`src/rtl/program_receiver.sv`:
```
// Receiving end of the program stream: buffers {x, y, data} words in a FIFO,
// drains them as render-memory writes and pulses resume once per completed batch.
module program_receiver #(
  parameter int BATCH_LEN  = 35,
  parameter int FIFO_DEPTH = 64,
  parameter int X_W        = 11,
  parameter int Y_W        = 12,
  parameter int D_W        = 32
) (
  input  logic               clk,
  input  logic               rst_n,
  input  logic               program_in,
  input  logic [X_W-1:0]     x_in,
  input  logic [Y_W-1:0]     y_in,
  input  logic [D_W-1:0]     data_in,
  output logic               mem_we,
  output logic [X_W+Y_W-1:0] mem_addr,
  output logic [D_W-1:0]     mem_wdata,
  input  logic               mem_ready,
  output logic               resume,
  output logic               overflow,
  output logic [15:0]        batch_count
);

  localparam int AW  = $clog2(FIFO_DEPTH);
  localparam int A_W = X_W + Y_W;
  localparam int E_W = A_W + D_W;
  localparam int CW  = $clog2(2 * BATCH_LEN + 1);
  localparam logic [AW:0]   DEPTH_C = (AW+1)'(FIFO_DEPTH);
  localparam logic [CW-1:0] BATCH_C = CW'(BATCH_LEN);
  localparam logic [CW-1:0] CNT_MAX = CW'(2 * BATCH_LEN);

  typedef enum logic [1:0] {COLLECT, DRAIN, RESUME} state_t;

  state_t         state;
  logic [E_W-1:0] fifo_mem [FIFO_DEPTH];
  logic [AW-1:0]  wr_ptr, rd_ptr, rd_next;
  logic [AW:0]    count, count_after_pop, count_next;
  logic [CW-1:0]  word_cnt, wr_cnt, word_next, wr_next;
  logic [E_W-1:0] entry_in, head_next;
  logic           full, pop, push, batch_done;

  function automatic logic [CW-1:0] sat_inc(input logic [CW-1:0] c, input logic inc);
    if (inc && c != CNT_MAX) return c + CW'(1);
    return c;
  endfunction

  always_comb begin
    entry_in        = {y_in, x_in, data_in};
    full            = (count == DEPTH_C);
    pop             = mem_we && mem_ready;
    // A pop frees the slot first, so a full FIFO can still take a word in the same cycle.
    push            = program_in && (!full || pop);
    rd_next         = rd_ptr + AW'(pop);
    count_after_pop = count - (AW+1)'(pop);
    count_next      = count_after_pop + (AW+1)'(push);
    head_next       = (count_after_pop == '0) ? entry_in : fifo_mem[rd_next];
    word_next       = sat_inc(word_cnt, program_in);
    wr_next         = sat_inc(wr_cnt, pop);
    // Dropped words never get written, so an emptied FIFO also closes a full batch.
    batch_done      = (wr_next >= BATCH_C) || (count_next == '0 && word_next >= BATCH_C);
  end

  always_ff @(posedge clk) begin
    if (push) fifo_mem[wr_ptr] <= entry_in;
  end

  always_ff @(posedge clk or negedge rst_n) begin
    if (!rst_n) begin
      state       <= COLLECT;
      wr_ptr      <= '0;
      rd_ptr      <= '0;
      count       <= '0;
      word_cnt    <= '0;
      wr_cnt      <= '0;
      mem_we      <= 1'b0;
      mem_addr    <= '0;
      mem_wdata   <= '0;
      resume      <= 1'b0;
      overflow    <= 1'b0;
      batch_count <= '0;
    end else begin
      wr_ptr   <= wr_ptr + AW'(push);
      rd_ptr   <= rd_next;
      count    <= count_next;
      mem_we   <= (count_next != '0);
      if (count_next != '0) begin
        mem_addr  <= head_next[E_W-1:D_W];
        mem_wdata <= head_next[D_W-1:0];
      end
      if (program_in && !push) overflow <= 1'b1;
      resume   <= 1'b0;
      word_cnt <= word_next;
      wr_cnt   <= wr_next;
      case (state)
        COLLECT, DRAIN: begin
          if (batch_done) begin
            state       <= RESUME;
            resume      <= 1'b1;
            batch_count <= batch_count + 16'd1;
            word_cnt    <= (word_next >= BATCH_C) ? word_next - BATCH_C : '0;
            wr_cnt      <= (wr_next >= BATCH_C) ? wr_next - BATCH_C : '0;
          end else if (state == COLLECT && word_next >= BATCH_C) begin
            state <= DRAIN;
          end
        end
        RESUME:  state <= COLLECT;
        default: state <= COLLECT;
      endcase
    end
  end

endmodule
```
`config.mk`:
```
export PLATFORM = sky130hd
export DESIGN_NAME = program_receiver
export DESIGN_NICKNAME = d
export VERILOG_FILES = /design/src/rtl/program_receiver.sv
export SDC_FILE = /design/constraint.sdc
export NUM_CORES = 2
export LEC_CHECK = 0
export CAP_MARGIN = 40
export CORE_UTILIZATION = 35
export CTS_CLUSTER_DIAMETER = 50
export DETAILED_ROUTE_END_ITERATION = 8
export GPL_TIMING_DRIVEN = 0
export PLACE_DENSITY = 0.61
export SETUP_SLACK_MARGIN = 0.15
export SLEW_MARGIN = 5
export SYNTH_ARGS = -nofsm -noshare
export SYNTH_HDL_FRONTEND = slang
export SYNTH_SLANG_ARGS = --single-unit
```
`constraint.sdc`:
```
create_clock -name clk -period 8.55 [get_ports clk]
set_input_delay 2.565 -clock clk [delete_from_list [all_inputs] [get_ports clk]]
set_output_delay 2.565 -clock clk [all_outputs]
set_load 0.02 [all_outputs]
```
==> flow_summary_export.csv <==
group,metric,value,unit
status,status,"completed",
sta,fin_crit,8.13,ns
setup_path,reg2reg_depth,14,
place,port_buffers,132,
sta,finalCritPeriodShare,0.951,
yosys,synthCells,6257,
clock_tree,numClockSinks,3628,
final_layout,final_cell_area,0.165,mm²
worst_hold_path,min_path_type,"flip-flop to flip-flop",
yosys,ys.warnings.count,0,
detailed_routing,first_pass_iters,8,
yosys,synth_flop_cell,"edfxtp_1",
setup_path,criticalPathCategory,"input pin to flip-flop",
setup_path,timing.rr.end,"mem_addr[11]",
pwr,swShare,0.341,
pwr,p_per_area,362,mW/mm²
final_layout,fillers,33600,
floorplan,io_pins,133,
final_layout,area_growth,18.8,%
clock_tree,cts.clk_slew.worst_paths,0.06,ns
clock_tree,cts_root_buf,"clkbuf_16",
pwr,irDropWorstVdd,337,µV
place,hpwlAfterDp,264,mm
clock_tree,cts.path.max_buffers,4,
sta,clock_skew,0.0942,ns
yosys,ys_types,59,
setup_path,critical-path-max-stage-delay,0.85,ns
worst_hold_path,hp-start,"batch_count[15]",
clock_tree,numCtsBuffers,366,
clock_tree,clk_latency,0.91,ns
global_route,grt_start_max_net_pins,68,
pwr,power_frac_comb,0.389,
yosys,avgSynthCellArea,22.2,µm²
worst_hold_path,hold_path_depth,1,
sta,rsz0062_at_grt,"false",
detailed_routing,wl_per_cell,30.1,µm
yosys,synthesis.area,0.139,mm²
clock_tree,cts_max_level,5,
final_layout,layout-drive-gt1-share,0.276,
final_layout,register_area,0.108,mm²
setup_path,reg2reg_setup_slack,1.80,ns
sta,slew-limit-headroom,0.317,
final_layout,nets,7209,
global_route,overflow,0,
pwr,p_int,39.4,mW
final_layout,multi_input_area,0.0297,mm²
floorplan,die-width,632,µm
global_route,grt_pass1_wl,537,mm
global_route,grt_pass1_vias,71200,
floorplan,rows,231,
detailed_routing,dr_total_vias,70400,
place,placed_cell_area,0.153,mm²
flow_run,drv_cap,0,
setup_path,crit_path_cell_trace,"clkdlybuf4s50_1 > nand2_1 > inv_1 > ha_1 > ha_1 > clkbuf_1 > clkbuf_2 > buf_2 > clkbuf_1 > mux4_2 > mux2i_1 > a32oi_1 > a31oi_1 > a311o_1 > a31oi_1",
setup_path,r2r_start,"mem_we",
sta,worstMarginPinSlew,1.02,ns
worst_hold_path,hold_path_end,"batch_count[15]",
setup_path,start_kind,"input pin",
setup_path,arrival,8.88,ns
sta,setup_viol,0,
clock_tree,cts_tree,"yes",
yosys,synth-seq-cells,3628,
clock_tree,hold_buffers,0,
floorplan,fp.dieH,632,µm
pwr,power_frac_seq,0.350,
sta,drv_slew,0,
sta,finalSetupTns,0,ns
setup_path,endpoint_kind,"flip-flop",
final_layout,layout_common_cells,"edfxtp_1 (3520), mux4_2 (990), nand2_1 (532)",
yosys,synth_edf_count,3520,
floorplan,dieArea,0.400,mm²
sta,hold_violations,0,
setup_path,cp.required,9.30,ns
pwr,netSwitchingPower,20.4,mW
detailed_routing,detail-route-antenna-nets,0,
pwr,clkPwrFrac,0.261,
setup_path,cp_top_family,"buffers and inverters",
place,place_congestion,0.846,
yosys,synth_seq_area_share,0.780,
detailed_routing,drc,0,
detailed_routing,vias_per_cell,5.55,
detailed_routing,drtIter0Drc,9541,
setup_path,critPathBufInv,6,
setup_path,cp_max_fo,11,
pwr,leakagePower,51.6,nW
final_layout,final_common_cell,"edfxtp_1",
sta,max_freq,123,MHz
floorplan,initial_core_util,0.351,
yosys,synthArstFlopShare,0.0298,
global_route,antenna_found_initial,44,
yosys,synth_nets,6331,
detailed_routing,wl,382,mm
setup_path,cpMaxStageDelayCell,"buf_2",
floorplan,core_area,0.396,mm²
global_route,grt_usage,0.188,
## how the worst max path moves through the flow
stage	from	end	slack, ns	cells after the start
after floorplan	program_in	fifo_mem[62][0]	2.28	5
after global placement	mem_ready	fifo_mem[20][45]	-2.77	7
after detailed placement	mem_ready	mem_addr[18]	-0.54	15
after CTS	mem_ready	mem_addr[18]	0.40	15
after global routing	mem_ready	mem_wdata[30]	0.21	17
final	mem_ready	mem_addr[11]	0.42	15
## power by group through the flow
stage / logic [mW] / registers (mW) / clock network [mW]
global placement: 21.5 / 21.4 / 0
finish: 23.2 / 20.9 / 15.6
floorplan: 13.6 / 21.2 / 0
global route: 24.4 / 20.9 / 16.4
CTS: 23.3 / 20.9 / 15.8
detailed placement: 23.2 / 21.3 / 0
## per-layer routing
metal / wire length [µm] / GRT usage
met5: 13 / 0
met4: 13700 / 0.0640
met2: 177000 / 0.294
met3: 37200 / 0.0427
met1: 154000 / 0.261
## synth_stat cells, drive strengths merged (5+ instances only)
| master | count | share of area |
|---|---|---|
| edfxtp | 3520 | 0.76 |
| mux4 | 990 | 0.16 |
| nand2 | 532 | 0.014 |
| clkbuf | 210 | 0.0057 |
| nor2 | 139 | 0.0038 |
| buf | 136 | 0.0040 |
| nand3 | 132 | 0.0048 |
| a31oi | 116 | 0.0052 |
| dfrtp | 108 | 0.019 |
| mux2i | 57 | 0.0041 |
| a311o | 55 | 0.0040 |
| a32oi | 55 | 0.0035 |
| xnor2 | 27 | 0.0017 |
| inv | 19 | 0.00051 |
| o21ai | 18 | 0.00065 |
| ha | 15 | 0.0013 |
| xor2 | 13 | 0.00082 |
| and3 | 12 | 0.00054 |
| a21oi | 10 | 0.00036 |
| nand4 | 10 | 0.00045 |
| nor3 | 9 | 0.00032 |
| nor2b | 7 | 0.00031 |
| and2 | 6 | 0.00027 |
| or3 | 6 | 0.00027 |
| nand2b | 5 | 0.00022 |
## timing repair
action	4_1_cts	5_1_grt
gates resized for setup	0	1
hold endpoints to repair	0	0
setup endpoints to repair	0	5
setup buffers	0	0
## sequential cells by signal (all words and copies together), names as in the netlist
register / count
resume: 1
mem_we: 1
word_cnt: 7
batch_count: 16
fifo_mem: 3520
mem_wdata: 32
mem_addr: 23
overflow: 1
count: 7
wr_cnt: 7
rd_ptr: 6
state: 1
wr_ptr: 6
## stage by stage
step / setup WS (ns) / std cells / total power [mW] / hold WS [ns] / util
after floorplan: 2.28 / 6257 / 34.8 / 0.475 / -
after global routing: 0.206 / 12700 / 61.8 / 0.521 / 0.417
final: 0.417 / 12700 / 59.7 / 0.490 / 0.417
after detailed placement: -0.540 / 12000 / 44.4 / 0.487 / 0.388
after global placement: -2.77 / 11600 / 42.9 / 0.462 / 0.371
after CTS: 0.396 / 12600 / 60.0 / 0.498 / 0.417
## cell families after synthesis
| kind of cell | synth area share |
|---|---|
| simple gates | 0.0264 |
| xor+xnor | 0.00252 |
| flops | 0.780 |
| buf+inv | 0.0102 |
| fa+ha+maj | 0.00135 |
| mux | 0.165 |
| compound gates | 0.0152 |
## cell type report
| class | count | area share |
|---|---|---|
| sequential | 3628 | 0.656 |
| timing repair buffer | 510 | 0.0451 |
| buffer | 346 | 0.00830 |
| clock buffer | 451 | 0.0590 |
| multi-input combinational | 2263 | 0.180 |
| tap | 5242 | 0.0397 |
| inverter | 20 | 0.000455 |
| clock inverter | 200 | 0.0106 |
| antenna | 20 | 0.000303 |
Power figures use the tool's default switching activity.
